$ cat config.mk
export PLATFORM = sky130hd
export DESIGN_NAME = bank_group_scheduler_flat
export DESIGN_NICKNAME = d
export VERILOG_FILES = /design/src/rtl/bank_group_scheduler_if.sv /design/src/rtl/bank_group_scheduler.sv /design/src/flat_wrapper.sv
export SDC_FILE = /design/constraint.sdc
export NUM_CORES = 1
export LEC_CHECK = 0
export ABC_AREA = 1
export CORE_UTILIZATION = 45
export CTS_CLUSTER_DIAMETER = 200
export DETAILED_ROUTE_END_ITERATION = 12
export PLACE_DENSITY = 0.77
export SLEW_MARGIN = 10
export SYNTH_ARGS = -nofsm -noshare
export SYNTH_HDL_FRONTEND = slang
export SYNTH_SLANG_ARGS = --single-unit
export TNS_END_PERCENT = 20
$ cat constraint.sdc
create_clock -name clk -period 4 [get_ports clk]
set_input_delay 1.2 -clock clk [delete_from_list [all_inputs] [get_ports clk]]
set_output_delay 1.2 -clock clk [all_outputs]
set_load 0.01 [all_outputs]
$ cat src/rtl/bank_group_scheduler_if.sv
// Request and datapath-command bundle between the channel decoder and one bank-group scheduler.
interface bank_group_scheduler_if #(
  parameter int BAWIDTH   = 2,
  parameter int ADDRWIDTH = 17,
  parameter int COLWIDTH  = 10
);
  localparam int BANKSPERGROUP = 2 ** BAWIDTH;

  logic                     req_valid;
  logic                     req_ready;
  logic [BAWIDTH-1:0]       req_bank;
  logic [ADDRWIDTH-1:0]     req_row;
  logic [COLWIDTH-1:0]      req_col;
  logic                     req_wr;
  logic                     ref_req;
  logic                     ref_ack;
  logic                     rd_o_wr [BANKSPERGROUP-1:0];
  logic [ADDRWIDTH-1:0]     row     [BANKSPERGROUP-1:0];
  logic [COLWIDTH-1:0]      column  [BANKSPERGROUP-1:0];
  logic                     beat_valid;
  logic [BAWIDTH-1:0]       beat_bank;
  logic                     beat_last;
  logic [BANKSPERGROUP-1:0] open_mask;

  modport slave (
    input  req_valid, req_bank, req_row, req_col, req_wr, ref_req,
    output req_ready, ref_ack, rd_o_wr, row, column,
           beat_valid, beat_bank, beat_last, open_mask
  );

  modport master (
    output req_valid, req_bank, req_row, req_col, req_wr, ref_req,
    input  req_ready, ref_ack, rd_o_wr, row, column,
           beat_valid, beat_bank, beat_last, open_mask
  );
endinterface

$ cat src/rtl/bank_group_scheduler.sv
// Open-page command sequencer for one DDR bank group: precharge/activate phases,
// then BL wrapped column beats to the addressed bank; precharge-all on ref_req.
module bank_group_scheduler #(
  parameter int BAWIDTH   = 2,
  parameter int ADDRWIDTH = 17,
  parameter int COLWIDTH  = 10,
  parameter int BL        = 8,
  parameter int TRP       = 4,
  parameter int TRCD      = 4
) (
  input logic                   clk,
  input logic                   rst,
  bank_group_scheduler_if.slave bus
);
  localparam int BANKS = 2 ** BAWIDTH;
  localparam int MAXTR = (TRP > TRCD) ? TRP : TRCD;
  localparam int MAXPH = (MAXTR > BL) ? MAXTR : BL;
  localparam int CNTW  = $clog2(MAXPH + 1);

  localparam logic [2:0] S_IDLE   = 3'd0;
  localparam logic [2:0] S_PRE    = 3'd1;
  localparam logic [2:0] S_ACT    = 3'd2;
  localparam logic [2:0] S_BURST  = 3'd3;
  localparam logic [2:0] S_PREALL = 3'd4;

  logic [2:0]           r_state;
  logic [CNTW-1:0]      r_cnt;
  logic                 r_ready;
  logic [BAWIDTH-1:0]   r_bank;
  logic [ADDRWIDTH-1:0] r_row_lat;
  logic [COLWIDTH-1:0]  r_col_lat;
  logic                 r_wr;
  logic [BANKS-1:0]     r_open;
  logic [ADDRWIDTH-1:0] r_orow [BANKS];
  logic [COLWIDTH-1:0]  r_colv [BANKS];
  logic                 r_rdwr [BANKS];
  logic                 r_beat_valid;
  logic                 r_beat_last;
  logic                 r_ref_ack;
  logic [BAWIDTH-1:0]   r_beat_bank;

  logic [2:0]           w_state_nxt;
  logic [CNTW-1:0]      w_cnt_nxt;
  logic [BAWIDTH-1:0]   w_bank_nxt;
  logic [ADDRWIDTH-1:0] w_row_nxt;
  logic [COLWIDTH-1:0]  w_col_nxt;
  logic                 w_wr_nxt;
  logic                 w_hit;
  logic                 w_emit;
  logic                 w_last;
  logic [COLWIDTH-1:0]  w_k;
  logic [COLWIDTH-1:0]  w_col_out;
  logic                 w_clr_one;
  logic                 w_set_one;
  logic                 w_clr_all;
  logic                 w_ack;

  // Beats wrap inside the BL-aligned column block; the upper column bits never change.
  function automatic logic [COLWIDTH-1:0] wrap_col(input logic [COLWIDTH-1:0] base,
                                                   input logic [COLWIDTH-1:0] k);
    logic [COLWIDTH-1:0] mask;
    mask     = COLWIDTH'(BL - 1);
    wrap_col = (base & ~mask) | ((base + k) & mask);
  endfunction

  assign w_hit = r_open[bus.req_bank] && (r_orow[bus.req_bank] == bus.req_row);

  // Next-state decode; a beat is registered on the same edge that enters or advances BURST
  always_comb begin
    w_state_nxt = r_state;
    w_cnt_nxt   = r_cnt;
    w_bank_nxt  = r_bank;
    w_row_nxt   = r_row_lat;
    w_col_nxt   = r_col_lat;
    w_wr_nxt    = r_wr;
    w_emit      = 1'b0;
    w_k         = '0;
    w_clr_one   = 1'b0;
    w_set_one   = 1'b0;
    w_clr_all   = 1'b0;
    w_ack       = 1'b0;
    case (r_state)
      S_IDLE: begin
        if (r_ready && bus.ref_req) begin
          w_state_nxt = S_PREALL;
          w_cnt_nxt   = CNTW'(TRP);
          w_clr_all   = 1'b1;
          w_ack       = (TRP == 1) ? 1'b1 : 1'b0;
        end else if (r_ready && bus.req_valid) begin
          w_bank_nxt = bus.req_bank;
          w_row_nxt  = bus.req_row;
          w_col_nxt  = bus.req_col;
          w_wr_nxt   = bus.req_wr;
          if (w_hit) begin
            w_state_nxt = S_BURST;
            w_cnt_nxt   = CNTW'(BL);
            w_emit      = 1'b1;
          end else if (r_open[bus.req_bank]) begin
            w_state_nxt = S_PRE;
            w_cnt_nxt   = CNTW'(TRP);
            w_clr_one   = 1'b1;
          end else begin
            w_state_nxt = S_ACT;
            w_cnt_nxt   = CNTW'(TRCD);
            w_set_one   = 1'b1;
          end
        end else begin
          w_state_nxt = S_IDLE;
        end
      end
      S_PRE: begin
        if (r_cnt == CNTW'(1)) begin
          w_state_nxt = S_ACT;
          w_cnt_nxt   = CNTW'(TRCD);
          w_set_one   = 1'b1;
        end else begin
          w_cnt_nxt = r_cnt - CNTW'(1);
        end
      end
      S_ACT: begin
        if (r_cnt == CNTW'(1)) begin
          w_state_nxt = S_BURST;
          w_cnt_nxt   = CNTW'(BL);
          w_emit      = 1'b1;
        end else begin
          w_cnt_nxt = r_cnt - CNTW'(1);
        end
      end
      S_BURST: begin
        if (r_cnt == CNTW'(1)) begin
          w_state_nxt = S_IDLE;
          w_cnt_nxt   = '0;
        end else begin
          w_cnt_nxt = r_cnt - CNTW'(1);
          w_emit    = 1'b1;
          w_k       = COLWIDTH'(CNTW'(BL) - r_cnt + CNTW'(1));
        end
      end
      S_PREALL: begin
        if (r_cnt == CNTW'(1)) begin
          w_state_nxt = S_IDLE;
          w_cnt_nxt   = '0;
        end else begin
          w_cnt_nxt = r_cnt - CNTW'(1);
          w_ack     = (r_cnt == CNTW'(2)) ? 1'b1 : 1'b0;
        end
      end
      default: begin
        w_state_nxt = S_IDLE;
        w_cnt_nxt   = '0;
      end
    endcase
    w_col_out = wrap_col(w_col_nxt, w_k);
    w_last    = w_emit && (w_k == COLWIDTH'(BL - 1));
  end

  // FSM, request latch, per-bank open state and all registered outputs
  always_ff @(posedge clk) begin
    if (rst) begin
      r_state      <= S_IDLE;
      r_cnt        <= '0;
      r_ready      <= 1'b0;
      r_bank       <= '0;
      r_row_lat    <= '0;
      r_col_lat    <= '0;
      r_wr         <= 1'b0;
      r_open       <= '0;
      r_beat_valid <= 1'b0;
      r_beat_last  <= 1'b0;
      r_ref_ack    <= 1'b0;
      r_beat_bank  <= '0;
      for (int b = 0; b < BANKS; b++) begin
        r_orow[b] <= '0;
        r_colv[b] <= '0;
        r_rdwr[b] <= 1'b0;
      end
    end else begin
      r_state      <= w_state_nxt;
      r_cnt        <= w_cnt_nxt;
      r_ready      <= (w_state_nxt == S_IDLE);
      r_bank       <= w_bank_nxt;
      r_row_lat    <= w_row_nxt;
      r_col_lat    <= w_col_nxt;
      r_wr         <= w_wr_nxt;
      r_beat_valid <= w_emit;
      r_beat_last  <= w_last;
      r_ref_ack    <= w_ack;
      if (w_clr_all) begin
        r_open <= '0;
      end else if (w_clr_one) begin
        r_open[w_bank_nxt] <= 1'b0;
      end else if (w_set_one) begin
        r_open[w_bank_nxt] <= 1'b1;
        r_orow[w_bank_nxt] <= w_row_nxt;
      end
      if (w_emit) begin
        r_beat_bank        <= w_bank_nxt;
        r_colv[w_bank_nxt] <= w_col_out;
      end
      for (int b = 0; b < BANKS; b++) begin
        r_rdwr[b] <= w_emit & w_wr_nxt & (w_bank_nxt == BAWIDTH'(b));
      end
    end
  end

  // req_ready drops combinationally under ref_req so refresh always wins in IDLE
  assign bus.req_ready  = r_ready & ~bus.ref_req;
  assign bus.ref_ack    = r_ref_ack;
  assign bus.beat_valid = r_beat_valid;
  assign bus.beat_bank  = r_beat_bank;
  assign bus.beat_last  = r_beat_last;
  assign bus.open_mask  = r_open;

  for (genvar g = 0; g < BANKS; g++) begin : g_bank
    assign bus.rd_o_wr[g] = r_rdwr[g];
    assign bus.row[g]     = r_orow[g];
    assign bus.column[g]  = r_colv[g];
  end
endmodule

$ cat src/flat_wrapper.sv
// flat-port wrapper written by rule: the top's interface ports become plain ports
module bank_group_scheduler_flat 
#(
  parameter int BAWIDTH   = 2,
  parameter int ADDRWIDTH = 17,
  parameter int COLWIDTH  = 10,
  parameter int BL        = 8,
  parameter int TRP       = 4,
  parameter int TRCD      = 4
)
  (clk, rst, bus_req_valid, bus_req_bank, bus_req_row, bus_req_col, bus_req_wr, bus_ref_req, bus_req_ready, bus_ref_ack, bus_rd_o_wr, bus_row, bus_column, bus_beat_valid, bus_beat_bank, bus_beat_last, bus_open_mask);
  bank_group_scheduler_if #(.BAWIDTH(BAWIDTH), .ADDRWIDTH(ADDRWIDTH), .COLWIDTH(COLWIDTH)) bus_i ();
  input logic clk;
  input logic rst;
  input wire logic [$bits(bus_i.req_valid)-1:0] bus_req_valid;
  input wire logic [$bits(bus_i.req_bank)-1:0] bus_req_bank;
  input wire logic [$bits(bus_i.req_row)-1:0] bus_req_row;
  input wire logic [$bits(bus_i.req_col)-1:0] bus_req_col;
  input wire logic [$bits(bus_i.req_wr)-1:0] bus_req_wr;
  input wire logic [$bits(bus_i.ref_req)-1:0] bus_ref_req;
  output wire logic [$bits(bus_i.req_ready)-1:0] bus_req_ready;
  output wire logic [$bits(bus_i.ref_ack)-1:0] bus_ref_ack;
  output wire logic [$bits(bus_i.rd_o_wr)-1:0] bus_rd_o_wr;
  output wire logic [$bits(bus_i.row)-1:0] bus_row;
  output wire logic [$bits(bus_i.column)-1:0] bus_column;
  output wire logic [$bits(bus_i.beat_valid)-1:0] bus_beat_valid;
  output wire logic [$bits(bus_i.beat_bank)-1:0] bus_beat_bank;
  output wire logic [$bits(bus_i.beat_last)-1:0] bus_beat_last;
  output wire logic [$bits(bus_i.open_mask)-1:0] bus_open_mask;
  assign bus_i.req_valid = bus_req_valid;
  assign bus_i.req_bank = bus_req_bank;
  assign bus_i.req_row = bus_req_row;
  assign bus_i.req_col = bus_req_col;
  assign bus_i.req_wr = bus_req_wr;
  assign bus_i.ref_req = bus_ref_req;
  assign bus_req_ready = bus_i.req_ready;
  assign bus_ref_ack = bus_i.ref_ack;
  assign bus_rd_o_wr = {>>{bus_i.rd_o_wr}};
  assign bus_row = {>>{bus_i.row}};
  assign bus_column = {>>{bus_i.column}};
  assign bus_beat_valid = bus_i.beat_valid;
  assign bus_beat_bank = bus_i.beat_bank;
  assign bus_beat_last = bus_i.beat_last;
  assign bus_open_mask = bus_i.open_mask;
  bank_group_scheduler #(.BAWIDTH(BAWIDTH), .ADDRWIDTH(ADDRWIDTH), .COLWIDTH(COLWIDTH), .BL(BL), .TRP(TRP), .TRCD(TRCD)) u_core (.clk(clk), .rst(rst), .bus(bus_i));
endmodule
# ---- Yosys cells after proc, flatten, opt, wreduce, memory -nomap -nowiden
# Memories as Yosys holds them, arrays and structs flattened.
# Index checks and enable logic that the tools add are counted.
dict set report word_totals {
  register_bits 47
  latch_bits 0
  ramBits 112
  romBits 0
  in_bits 34
  out_inout_bits 122
  wordCells 139
  memories 3
}
# name words word_bits rd rd_ports_with_merged_regs write_ports line_no
set mem_list {}
lappend mem_list {u_core.r_orow 4 17 5 0 4 bank_group_scheduler.sv:34} ;# logic [ADDRWIDTH-1:0] r_orow [BANKS];
lappend mem_list {u_core.r_colv 4 10 4 0 4 bank_group_scheduler.sv:35} ;# logic [COLWIDTH-1:0] r_colv [BANKS];
lappend mem_list {u_core.r_rdwr 4 1 4 0 4 bank_group_scheduler.sv:36} ;# logic r_rdwr [BANKS];
dict set report classes {
  n_addsub 4
  mul 0
  n_div 0
  n_lt_le_gt_ge 3
  n_eq_ne 12
  shift 0
  muxes 75
  bitwise_logic 16
  n_reduce_logical 14
}
# cell count
set op_table {}
lappend op_table {{$mux 17} 4}
lappend op_table {{$mux 10} 6}
lappend op_table {{$mux 1} 39}
lappend op_table {{$mux 4} 8}
lappend op_table {{$mux 3} 6}
lappend op_table {{$eq 17x17->1} 1}
lappend op_table {{$reduce_or 17->1} 1}
lappend op_table {{$pmux 4 s4} 1}
lappend op_table {{$mux 2} 6}
lappend op_table {{$pmux 3 s4} 1}
lappend op_table {{$add 10x1->10 const B} 1}
lappend op_table {{$eq 10x3->1 const B} 1}
lappend op_table {{$or 10x3->10} 1}
lappend op_table {{$reduce_or 10->1} 1}
lappend op_table {{$and 1x1->1} 6}
lappend op_table {{$eq 3x2->1 const B} 2}
lappend op_table {{$logic_not 3->1} 2}
lappend op_table {{$lt 2x3->1 const B} 2}
lappend op_table {{$logic_and 1x1->1} 5}
lappend op_table {{$sub 4x4->5 const A} 1}
lappend op_table {{$and 4x4->4} 1}
lappend op_table {{$eq 2x2->1 const B} 2}
lappend op_table {{$eq 4x1->1 const B} 1}
lappend op_table {{$eq 4x2->1 const B} 1}
lappend op_table {{other kinds (19)} 24}

# ---- Logic depth before layout (Yosys ltp)
dict set report depth {
  depth_word 14
  depth_mapped 18
  ltp_nobuf 16
}

# ---- Least setup slack after synthesis
# OpenSTA, ideal clock, no wires.
dict set report synth_path {
  kind {input port to flip-flop}
  from {in bus_req_valid}
  to {mem u_core.r_colv[0][2] (data pin)}
  setup_ns 0.263
  arrival_time_ns 3.258
  required_time_ns 3.737
  path_slack_ns 0.479
  path_stages 14
  n_path_buf 2
  cell_sequence {nand2_1 -> nor2_1 -> nand2_2 -> inv_1 -> buf_2 -> buf_2 -> or2_2 -> o21ai_0 -> inv_1 -> ha_1 -> fa_1 -> xor2_1 -> xor2_1 -> nor2_1}
}
# element line_no
set synth_lines {}
lappend synth_lines {{start, declared} flat_wrapper.sv:15} ;# input wire logic [$bits(bus_i.req_valid)-1:0] bus_req_valid;
lappend synth_lines {{end, declared} bank_group_scheduler.sv:35}

==> results.sh <==
export IMPL_grt_max_degree=40
export IMPL_ant_nets=0
export IMPL_required_ns=4.14
export IMPL_wl_um=20300
export IMPL_dr_pass1_iters=7
export IMPL_antenna_cells=0
export IMPL_ios=156
export IMPL_grt_pass1_vias=5852
export IMPL_yosys_area_top_type_share_pct=45.3
export IMPL_cp_arrival_ns=3.72
export IMPL_min_period_over_period_pct=89.5
export IMPL_grt_pass1_wl_um=31100
export IMPL_wl_per_cell_um=16.8
export IMPL_setup_ws_ns=0.419
export IMPL_endpoint_kind="flip-flop"
export IMPL_initialDrtViolationCount=544
export IMPL_setup_viol_count_final=0
export IMPL_clock_path_buffers=2
export IMPL_power_total_mw=4.06
export IMPL_p_leak_nw=3.86
export IMPL_synth_cell_area_um2=7160
export IMPL_cts_max_level=4
export IMPL_layout_min_cycle_time_ns=3.58
export IMPL_grt_usage_pct=25.6
export IMPL_tightest_slew_ns=0.528
export IMPL_coreArea_um2=15400
export IMPL_pre_cts_ws_ns=0.0249
export IMPL_relSlewSlack_pct=64.8
export IMPL_hold_buffers=0
export IMPL_die_w_um=128
export IMPL_vias_per_cell=5.18
export IMPL_outcome="completed"
export IMPL_hold_path_class="reg2reg"
export IMPL_peakVddDrop_mv=0.297
export IMPL_cp_max_fo=39
export IMPL_grt_overflow_total=0
export IMPL_ys_seq_area_share_pct=59.5
export IMPL_yosys_top_cells_area="edfxtp_1, dfxtp_1, nor2_1, nand2_1, nand3_1"
export IMPL_start_util_pct=46.6
export IMPL_synth_cell_types=34
export IMPL_worst_setup_path_start_kind="input port"
export IMPL_path_clk_slew_ns=0.06
export IMPL_dpl_hpwl_um=14300
export IMPL_synth_edf_count=108
export IMPL_row_count=45
export IMPL_clock_latency_ns=0.43
export IMPL_fmax_mhz=279
export IMPL_rsz0062_at_grt="no"
export IMPL_async_reset_ff_share_pct=0
export IMPL_cap_violations=0
export IMPL_cts_resized=0
export IMPL_synth_fp_nets=847
export IMPL_skew_ns=0.0131
export IMPL_ys_warn_count=0
export IMPL_syn_instance_count=805
export IMPL_drive_gt1_share_pct=8.26
export IMPL_vias=6240
export IMPL_ys_ff_latch=159
export IMPL_finalWeightedCongestion=0.891
export IMPL_cts_root_buf="clkbuf_16"
export IMPL_io_buffers=155
export IMPL_slew_violations=0
export IMPL_crit_type="in2reg"
export IMPL_area_growth_pct=35.4
export IMPL_finalHoldViolations=0
export IMPL_die_y_um=128
export IMPL_cts_sinks=159
export IMPL_synth_area_per_cell_um2=8.90
export IMPL_tns_ns=0
export IMPL_synth_flop_cell="edfxtp_1"
export IMPL_drc=0
export IMPL_synth_top_area_cell="edfxtp_1"
export IMPL_die_area_um2=16400
export IMPL_numCtsBuffers=17
export IMPL_grt_antenna_before_repair=0
export IMPL_powerDensity_nw_per_um2=419
export IMPL_post_cts_buffers=0
export IMPL_cts_tree="yes"
export IMPL_nets=1022
[Yosys cell counts, drive strengths merged (6+ instances only)]
library cell / number
nand2: 178
a21oi: 15
clkbuf: 8
dfxtp: 51
nand3: 65
nor3: 25
buf: 24
xor2: 6
o21ai: 12
nor2: 205
edfxtp: 108
ha: 7
inv: 71
[state kept, by name, summed over array words and instances, names as in the netlist, 3 cells and up, named ones only]
register,count
u_core.r_orow,68
u_core.r_colv,40
u_core.r_row_lat,17
u_core.r_col_lat,10
u_core.r_cnt,4
u_core.r_rdwr,4
u_core.r_state,3
[layout make-up]
type | instances | area [um2]
multi-input cells | 542 | 2440
repair buffers | 188 | 1890
fillers | 1247 | 5680
clock inverters | 10 | 114
clock buffers | 22 | 454
flip-flops and latches | 159 | 4260
inverters | 72 | 272
well taps | 211 | 264
[worst max-delay path: stages]
cell,delay (ns)
clkdlybuf4s50_1,0.56
buf_12,0.24
nand2_1,0.08
nand3_1,0.11
nand2_1,0.06
nand2_1,0.10
nand2_1,0.08
a21oi_1,0.20
nand3_1,0.12
nor2_2,0.20
nand2_1,0.09
nand2_2,0.12
nand2_4,0.09
clkinv_2,0.11
nand2_1,0.08
nand2_1,0.12
buf_12,0.15
[kinds of logic (layout without fill, tap and decap cells)]
group,Yosys count,after routing,synth area share [%]
AND/OR/NAND/NOR,489,489,28.4
flip-flops,159,159,59.5
buffers and inverters,104,292,6.36
AO/OA/AOI/OAI,33,33,2.64
XOR/XNOR,10,10,1.22
adder cells (fa/ha/maj),8,8,1.50
multiplexers,2,2,0.280
[layer usage]
layer	up-vias	wire (um)	track usage (%)
met4	0	523	11.8
met3	48	1440	5.13
met5	-	0	0
met1	2921	8380	33.0
li1	2957	-	-
met2	314	9940	41.8
[power by group]
part | switching [mW] | internal [mW] | total, mW
Sequential | 0.0471 | 1.83 | 1.88
Combinational | 0.373 | 0.253 | 0.626
Clock | 0.627 | 0.931 | 1.56
Total | 1.05 | 3.02 | 4.06
[cell usage in the layout (no fill, tap or decap), types with 4 or more instances in the layout]
master and count:
o31ai_1 4, edfxtp_1 108, nor2_2 4, xnor2_1 4
inv_2 4, nor3_1 25, nand3_1 65, buf_4 26
clkdlybuf4s50_1 155, o21ai_0 10, nor2_1 200, a21oi_1 15
inv_1 67, nand3b_1 5, dfxtp_1 51, nand2_1 170
clkbuf_1 4, clkbuf_16 17, xor2_1 6, nand2_2 7
ha_1 7, buf_12 7
[path summary, 6_finish.rpt]
kind,start,end,slack [ns],depth (start not counted)
worst max-delay path,bus_req_bank[0],u_core.r_colv[2][6],0.42,17
worst min-delay path,u_core.r_cnt[1],u_core.r_cnt[1],0.48,2
worst max register to register,u_core.r_state[0],u_core.r_colv[0][2],1.24,13
worst min register to register,u_core.r_cnt[1],u_core.r_cnt[1],0.48,2
[stage by stage]
step	utilization [%]	hold slack (ns)	std cells	cell area [um2]
2_1_floorplan	-	0.456	805	7160
3_3_place_gp	59.4	0.470	1172	9130
3_5_place_dp	59.4	0.478	1172	9130
4_1_cts	63.1	0.486	1204	9700
5_1_grt	63.1	0.510	1204	9700
6_report	63.1	0.480	1204	9700
(Power assumes the default switching activity.)
==> variant (same flow settings) <==
`ADDRWIDTH` is set to 17 in 3 places; all go to 34.
--- a/src/rtl/bank_group_scheduler_if.sv
+++ b/src/rtl/bank_group_scheduler_if.sv
@@ -1,7 +1,7 @@
 // Request and datapath-command bundle between the channel decoder and one bank-group scheduler.
 interface bank_group_scheduler_if #(
   parameter int BAWIDTH   = 2,
-  parameter int ADDRWIDTH = 17,
+  parameter int ADDRWIDTH = 34,
   parameter int COLWIDTH  = 10
 );
   localparam int BANKSPERGROUP = 2 ** BAWIDTH;
--- a/src/rtl/bank_group_scheduler.sv
+++ b/src/rtl/bank_group_scheduler.sv
@@ -2,7 +2,7 @@
 // then BL wrapped column beats to the addressed bank; precharge-all on ref_req.
 module bank_group_scheduler #(
   parameter int BAWIDTH   = 2,
-  parameter int ADDRWIDTH = 17,
+  parameter int ADDRWIDTH = 34,
   parameter int COLWIDTH  = 10,
   parameter int BL        = 8,
   parameter int TRP       = 4,
--- a/src/flat_wrapper.sv
+++ b/src/flat_wrapper.sv
@@ -2,7 +2,7 @@
 module bank_group_scheduler_flat 
 #(
   parameter int BAWIDTH   = 2,
-  parameter int ADDRWIDTH = 17,
+  parameter int ADDRWIDTH = 34,
   parameter int COLWIDTH  = 10,
   parameter int BL        = 8,
   parameter int TRP       = 4,
Interface: changed (resized bus_req_row and bus_row); port bits go from 156 to 241. The function was not compared with the original's and may differ.
==> variant against the original RTL <==
  * Synthesized cell count rose by 55%
  * Largest power group unchanged
  * Worst setup slack got worse by 0.0040 ns
  * Fmax fell by 0.11%
  * Cell area rose by 53%
  * Power rose by 58%
  * Cell count rose by 53%
  * Via count rose by 51%
  * Count of clock-buffer cells in the layout rose by 12
  * Routed wire length rose by 64%
  * Largest cell class unchanged
  * Sequential cell count rose by 85
  * Core utilization fell by 1.8 points
  * Register-to-register slack got worse by 0.19 ns
  * Synthesized area rose by 55%
==> variant: results (changes against the original RTL) <==
| Metric | Value |
|---|---|
| Met2 wire length | `15.6 mm (was 9.94 mm)` |
| Cell count of the worst reg-to-reg path | `14 (was 13)` |
| First-pass GRT wire length | `50.7 mm (was 31.1 mm)` |
| Dpl hpwl | `22.8 mm (was 14.3 mm)` |
| Post-Syn Nets | `1303 (was 847)` |
| Seq/Total Area, Yosys | `60.0% (was 59.5%)` |
| Clock Latency Late Sink | `0.52 ns (was 0.43 ns)` |
| Synth area leaders | `edfxtp_1 48%, dfxtp_1 12%, nor2_1 10%, nand2_1 9.9%, nand3_1 4.6% (was edfxtp_1 45%, dfxtp_1 14%, nor2_1 10%, nand2_1 8.9%, nand3_1 4.5%)` |
| Drt first pass iters | `5 (was 7)` |
| Multi-input logic area | `0.00366 mm^2 (was 0.00244 mm^2)` |
| Clock network contribution to total cell area | `6.32% (was 5.86%)` |
| Hold EP | `u_core.r_row_lat[7] (was u_core.r_cnt[1])` |
| Outcome | `complete, no violations (unchanged)` |
| Setup crit start | `bus_ref_req (was bus_req_bank[0])` |
| Arr. time, crit path | `2.38 ns (was 3.72 ns)` |
| CP Max Fanout | `3 (was 39)` |
| Final layout net count | `1551 (was 1022)` |
| PortBufs | `240 (was 155)` |
| Inverters excl. clock | `110 (was 72)` |
| Initial DRC count | `875 (was 544)` |
| Sequential cell area share | `44.7% (was 44.0%)` |
| Xor/xnor share of the synthesized area | `0.870% (was 1.22%)` |
| Worst R2R End | `u_core.r_colv[1][6] (was u_core.r_colv[0][2])` |
| Yosys cell types | `37 (was 34)` |
| Area share of fa/ha/maj cells after synthesis | `0.971% (was 1.50%)` |
| FILL cells | `2013 (was 1247)` |
| Total GRT Usage | `25.9% (was 25.6%)` |
| Layout area overhead | `34.2% (was 35.4%)` |
| Pleak | `0.00583 uW (was 0.00386 uW)` |
| Register bit total from synthesis | `244 (was 159)` |
| Delay-heaviest family, CP | `buffers and inverters (was simple AND/OR/NAND/NOR gates)` |
| Max reg flops | `136 (was 68)` |
| Routed wl met3 | `3.38 mm (was 1.44 mm)` |
| R2R Setup Slk | `1.05 ns (was 1.24 ns)` |
| Initial antenna violation count | `1 (was 0)` |
| Largest net degree at the start of global routing | `55 (was 40)` |
| Vias in the first global route | `9285 (was 5852)` |
| Num CTS Buffers | `26 (was 17)` |
variant: where the power goes:
group / total (uW) / internal (uW) / switching [uW] / leakage, uW
Sequential: 2900 / 2830 / 69.8 / 0.00237
Clock: 2610 / 1610 / 999 / 0.000458
Combinational: 905 / 352 / 553 / 0.00300
Total: 6420 / 4790 / 1620 / 0.00583
variant: metal layers:
| layer | track usage (%) | vias to the layer above |
|---|---|---|
| li1 | - | 4502 |
| met1 | 32.9 | 4343 |
| met2 | 42.9 | 521 |
| met3 | 5.46 | 74 |
| met4 | 11.3 | 0 |
| met5 | 0 | - |
variant: metrics by stage:
step / cells / instance area, um^2 / hold WS [ns] / utilization [%]
6_report: 1837 / 14900 / 0.493 / 61.3
5_1_grt: 1837 / 14900 / 0.510 / 61.3
4_1_cts: 1836 / 14900 / 0.494 / 61.3
3_5_place_dp: 1788 / 13900 / 0.485 / 57.4
3_3_place_gp: 1788 / 13900 / 0.468 / 57.4
2_1_floorplan: 1244 / 11100 / 0.456 / -
